$ cat config.mk
export PLATFORM = sky130hd
export DESIGN_NAME = reg_file_mp
export DESIGN_NICKNAME = d
export VERILOG_FILES = /design/src/rtl/reg_file_pkg.sv /design/src/rtl/reg_file_rd_port.sv /design/src/rtl/reg_file_mp.sv
export SDC_FILE = /design/constraint.sdc
export NUM_CORES = 2
export LEC_CHECK = 0
export ABC_AREA = 0
export BUFFER_PORTS_ARGS = -buffer_cell sky130_fd_sc_hd__buf_2
export CELL_PAD_IN_SITES_DETAIL_PLACEMENT = 1
export CELL_PAD_IN_SITES_GLOBAL_PLACEMENT = 1
export CORE_ASPECT_RATIO = 1.4
export CORE_MARGIN = 1.5
export CORE_UTILIZATION = 40
export CTS_BUF_LIST = sky130_fd_sc_hd__clkbuf_16
export DETAILED_ROUTE_END_ITERATION = 8
export PLACE_DENSITY_LB_ADDON = 0.1
export SYNTH_ARGS = -nofsm -noshare
export SYNTH_HDL_FRONTEND = slang
export SYNTH_HIERARCHICAL = 1
export SYNTH_SLANG_ARGS = --single-unit
export TNS_END_PERCENT = 5
$ cat constraint.sdc
create_clock -name clk -period 4.9 [get_ports clk]
set_clock_uncertainty 0.15 [all_clocks]
set_input_delay 0.98 -clock clk [delete_from_list [all_inputs] [get_ports clk]]
set_output_delay 0.98 -clock clk [all_outputs]
set_load 0.02 [all_outputs]
$ cat src/rtl/reg_file_pkg.sv
// Shared types and helpers for the multi-port register file.
// State encoding, default geometry and the even-parity helper.
package reg_file_pkg;

   localparam int WIDTH_DEF  = 32;
   localparam int DEPTH_DEF  = 32;
   localparam int NUM_RD_DEF = 2;
   localparam int PAR_MAXW   = 128;

   typedef enum logic {
      CLEAR = 1'b0,
      RUN   = 1'b1
   } state_t;

   // Zero-extension does not change parity, so one wide helper serves any WIDTH.
   function automatic logic par_f(input logic [PAR_MAXW-1:0] data);
      return ^data;
   endfunction

endpackage

$ cat src/rtl/reg_file_rd_port.sv
// One combinational read port with write bypass and x0/busy forcing.
// REG_FILE_MP_PARITY_EN adds a parity-error flag for stored reads.
module reg_file_rd_port
   import reg_file_pkg::*;
#(
   parameter int WIDTH = WIDTH_DEF,
   parameter int AW    = 5,
   parameter int SW    = WIDTH
) (
   input  logic             busy,
   input  logic [AW-1:0]    rd_addr,
   input  logic [SW-1:0]    ent,
   input  logic             we_a,
   input  logic [AW-1:0]    wa_a,
   input  logic [WIDTH-1:0] wd_a,
   input  logic             we_b,
   input  logic [AW-1:0]    wa_b,
   input  logic [WIDTH-1:0] wd_b,
`ifdef REG_FILE_MP_PARITY_EN
   output logic             perr,
`endif
   output logic [WIDTH-1:0] rd_data
);

   logic hit_a;
   logic hit_b;

   assign hit_a = we_a && (wa_a == rd_addr);
   assign hit_b = we_b && (wa_b == rd_addr);

   always_comb begin
      rd_data = '0;
`ifdef REG_FILE_MP_PARITY_EN
      perr    = 1'b0;
`endif
      if (busy || rd_addr == '0) begin
         rd_data = '0;
      end else if (hit_b) begin
         rd_data = wd_b;
      end else if (hit_a) begin
         rd_data = wd_a;
      end else begin
         rd_data = ent[WIDTH-1:0];
`ifdef REG_FILE_MP_PARITY_EN
         perr    = ent[SW-1] ^ par_f(PAR_MAXW'(ent[WIDTH-1:0]));
`endif
      end
   end

endmodule

$ cat src/rtl/reg_file_mp.sv
// Multi-port register file: two prioritised write ports, NUM_RD read ports,
// bypass and post-reset clear sweep. Option: REG_FILE_MP_PARITY_EN.
module reg_file_mp
   import reg_file_pkg::*;
#(
   parameter int WIDTH  = WIDTH_DEF,
   parameter int DEPTH  = DEPTH_DEF,
   parameter int NUM_RD = NUM_RD_DEF,
   localparam int AW    = $clog2(DEPTH)
) (
   input  logic                    clk,
   input  logic                    rst,
   input  logic [1:0]              wr_en,
   input  logic [2*AW-1:0]         wr_addr,
   input  logic [2*WIDTH-1:0]      wr_data,
   input  logic [NUM_RD*AW-1:0]    rd_addr,
`ifdef REG_FILE_MP_PARITY_EN
   output logic [NUM_RD-1:0]       perr,
`endif
   output logic [NUM_RD*WIDTH-1:0] rd_data,
   output logic                    busy
);

`ifdef REG_FILE_MP_PARITY_EN
   localparam int SW = WIDTH + 1;
`else
   localparam int SW = WIDTH;
`endif

   state_t          state, state_nx;
   logic [AW-1:0]   clr_cnt, cnt_nx;
   logic [SW-1:0]   mem [DEPTH];

   logic [AW-1:0]    wa_a, wa_b;
   logic [WIDTH-1:0] wd_a, wd_b;
   logic [SW-1:0]    ent_a, ent_b;
   logic             run, we_a, we_b;

   assign wa_a = wr_addr[AW-1:0];
   assign wa_b = wr_addr[2*AW-1:AW];
   assign wd_a = wr_data[WIDTH-1:0];
   assign wd_b = wr_data[2*WIDTH-1:WIDTH];

   assign run  = (state == RUN);
   assign busy = (state == CLEAR);
   assign we_a = run && wr_en[0] && (wa_a != '0);
   assign we_b = run && wr_en[1] && (wa_b != '0);

`ifdef REG_FILE_MP_PARITY_EN
   assign ent_a = {par_f(PAR_MAXW'(wd_a)), wd_a};
   assign ent_b = {par_f(PAR_MAXW'(wd_b)), wd_b};
`else
   assign ent_a = wd_a;
   assign ent_b = wd_b;
`endif

   always_comb begin
      state_nx = state;
      cnt_nx   = clr_cnt;
      case (state)
         CLEAR: begin
            cnt_nx = clr_cnt + AW'(1);
            if (clr_cnt == AW'(DEPTH - 1)) state_nx = RUN;
         end
         default: state_nx = RUN;
      endcase
   end

   always_ff @(posedge clk) begin
      if (rst) begin
         state   <= CLEAR;
         clr_cnt <= '0;
      end else begin
         state   <= state_nx;
         clr_cnt <= cnt_nx;
      end
   end

   // Port B is written last so it wins a same-address collision.
   always_ff @(posedge clk) begin
      if (!rst) begin
         if (state == CLEAR) begin
            mem[clr_cnt] <= '0;
         end else begin
            if (we_a) mem[wa_a] <= ent_a;
            if (we_b) mem[wa_b] <= ent_b;
         end
      end
   end

   for (genvar i = 0; i < NUM_RD; i++) begin : g_rd
      logic [AW-1:0] ra;
      assign ra = rd_addr[i*AW +: AW];

      reg_file_rd_port #(
         .WIDTH (WIDTH),
         .AW    (AW),
         .SW    (SW)
      ) u_rd (
         .busy    (busy),
         .rd_addr (ra),
         .ent     (mem[ra]),
         .we_a    (we_a),
         .wa_a    (wa_a),
         .wd_a    (wd_a),
         .we_b    (we_b),
         .wa_b    (wa_b),
         .wd_b    (wd_b),
`ifdef REG_FILE_MP_PARITY_EN
         .perr    (perr[i]),
`endif
         .rd_data (rd_data[i*WIDTH +: WIDTH])
      );
   end

endmodule
==> results.ini <==
[global_routing]
grt-ovfl-total = 0
antenna_found_initial = 15
grt_max_degree = 74
grt_first_pass_wirelength_mm = 412
grt_util_all_layers_pct = 36.3
grt_pass1_vias = 53800

[clock_tree]
cts_tree = built
hold_buffers = 0
clk_pin_slew_ns = 0.07
clockRootBuffer = clkbuf_16
cts_sinks = 1030
numCtsBuffers = 110
cts_max_level = 3
clk_latency_ns = 0.77
post_cts_resized = 0
post_cts_buffers = 0
clockBufferDepth = 3

[worst_setup_path]
cp_num_buf_inv = 2
crit_chain = inv_1, nor3_1, nand2_2, or2_4, a31oi_2, buf_2
cp-end-kind = primary output
cp-startpoint = run
crit_slowest_cell = dfxtp_1
worstRegToRegCells = 5
timing.rr.end = mem[2][15]
cp.arrival_ns = 3.54
critPathMaxStageDelay_ns = 0.65
r2r_slack_ns = 1.24
crit_path_start_kind = flop
cp.depth = 6
r2r_start = run
cp_top_family = simple AND/OR/NAND/NOR gates
critPathRequiredTime_ns = 3.77
endpoint = rd_data[51]
critPathMaxFanout = 32
crit_type = reg -> out

[detailed_routing]
drcViolationCount = 0
drtAntennaViolNets = 0
viasPerCell = 6.64
first_iter_violations = 5923
via_count = 52900
wl_per_cell_um = 37.6
wl_mm = 299
first_pass_iters = 6

[floorplanning]
die_h_um = 475
die-area_um2 = 161000
coreArea_um2 = 157000
row_count = 172
die_w_um = 340
ios = 153
start_util_pct = 40.4

[finish]
fill_cells = 16600
area_growth_pct = 12.7
drive_gt1_share_pct = 19.7
fin_area_um2 = 71600
nets = 5871
stdcell_count = 7959

[sta]
fin_crit_sh_pct = 95.4
tightest_slew_ns = 1.38
rsz0062_at_grt = false
relSlewSlack_pct = 7.92
finalHoldViolations = 0
timing.fmax_mhz = 214
fin_ws_ns = 0.228
final.setup.tns_ns = 0
setup_viol = 0
fin_crit_ns = 4.67
slew_viol_final = 0

[logic_synthesis]
synth_cells = 5924
synth-edff-count = 1024
syn_avg_cell_area_um2 = 10.7
synth.top_cell.area_share_pct = 48.4
netlist_area_um2 = 63500
synth_nets = 6014
yosys-top-cells-area = edfxtp_1 (48%), mux2i_1 (16%), mux2_2 (5.7%), o21ai_0 (5.4%), nand2_1 (5.0%)
synth_ff_type = edfxtp_1
netlist_top_cells_count = mux2i_1 (1,027), edfxtp_1 (1,024), nand2_1 (849)
synth.most_common_cell = mux2i_1
yosys.area.top_type = edfxtp_1
async_reset_ff_share_pct = 0
yosysSeqAreaShare_pct = 48.6
ys_ff_latch = 1030
synth.distinct_cells = 63
yosys_warnings = 6

[placement]
place_ws_ns = 0.325
dpl_cell_area_um2 = 68100
portBuffers = 152
post-place-cells = 7757
gp_congestion = 0.860
hpwl_mm = 169

[pwr]
max-vdd-ir-drop_uv = 284
p_total_mw = 20.1
p_leak_nw = 25.5
powerDensity_nw_per_um2 = 280

[status]
status = finished, final reports clean

[min_path]
min_delay_path_depth = 2
hp-class = reg -> reg

[job]
drv_cap = 0

worst min-delay path by stage:
stage	startpoint	to
4_1_cts	clr_cnt[0]	clr_cnt[0]
3_5_place_dp	clr_cnt[0]	clr_cnt[0]
6_report	clr_cnt[0]	clr_cnt[0]
3_3_place_gp	clr_cnt[0]	clr_cnt[0]
5_1_grt	clr_cnt[0]	clr_cnt[0]
2_1_floorplan	clr_cnt[0]	clr_cnt[0]
where the power goes:
part | internal [mW] | total (mW) | switching (mW) | leakage (nW)
combinational | 0.587 | 1.97 | 1.38 | 15.6
clock | 4.62 | 8.46 | 3.84 | 1.81
sequential | 9.60 | 9.63 | 0.0293 | 8.17
total | 14.8 | 20.1 | 5.25 | 25.5
state kept, by name, summed over array words and instances, names as in the netlist:
| name | cells |
|---|---|
| clr_cnt | 5 |
| mem | 1024 |
| run | 1 |
area by class of cell:
type,count,area [um2],area share (%)
multi-input cells,4146,30100,42.1
diodes,2,5.00,0.00699
clock buffers,113,2830,3.95
flip-flops and latches,1030,30900,43.1
clock inverters,87,644,0.900
inverters,49,184,0.257
well taps,2088,2610,3.65
repair buffers,444,4300,6.01
stage by stage:
step / utilization, % / hold WS [ns]
6_report: 45.5 / 0.420
5_1_grt: 45.5 / 0.465
4_1_cts: 45.5 / 0.428
3_5_place_dp: 43.3 / 0.414
3_3_place_gp: 43.3 / 0.386
2_1_floorplan: - / 0.346
layer usage:
| metal | up-vias | part of all wire [%] | track usage [%] |
|---|---|---|---|
| met4 | 12 | 5.9 | 19.0 |
| met5 | - | 0.034 | 0 |
| met1 | 27400 | 39 | 46.3 |
| met2 | 2788 | 47 | 59.5 |
| li1 | 21900 | - | - |
| met3 | 787 | 8.1 | 5.33 |
kinds of logic (layout without fill, tap and decap cells):
| group | after synthesis | in the layout | share of synthesized area [%] |
|---|---|---|---|
| adders and majority gates | 2 | 2 | 0.0394 |
| AOI/OAI and AO/OA | 1367 | 1367 | 13.2 |
| DFF | 1030 | 1030 | 48.6 |
| buffers and inverters | 748 | 693 | 5.14 |
| and+or+nand+nor | 1344 | 1344 | 9.42 |
| xor gates and xnor gates | 22 | 22 | 0.327 |
| other | 0 | 2 | 0 |
| muxes | 1411 | 1411 | 23.3 |
placed cells by master, fill, tap and decap left out, types with 65 or more instances in the layout:
master / instances
nand3_1: 259
nand2_1: 839
a22oi_1: 320
clkbuf_16: 113
nand4_1: 135
buf_12: 106
buf_4: 186
mux2i_1: 1027
a21oi_1: 194
edfxtp_1: 1024
o21ai_0: 675
o31ai_1: 65
buf_2: 150
mux2_2: 324
tightest hold or removal path, delay by kind of cell (launching register included):
kind / cells / cell delay, ns
flip-flops: 1 / 0.36
AND/OR/NAND/NOR: 2 / 0.17
Note: power is estimated with default switching activity, not from simulation.
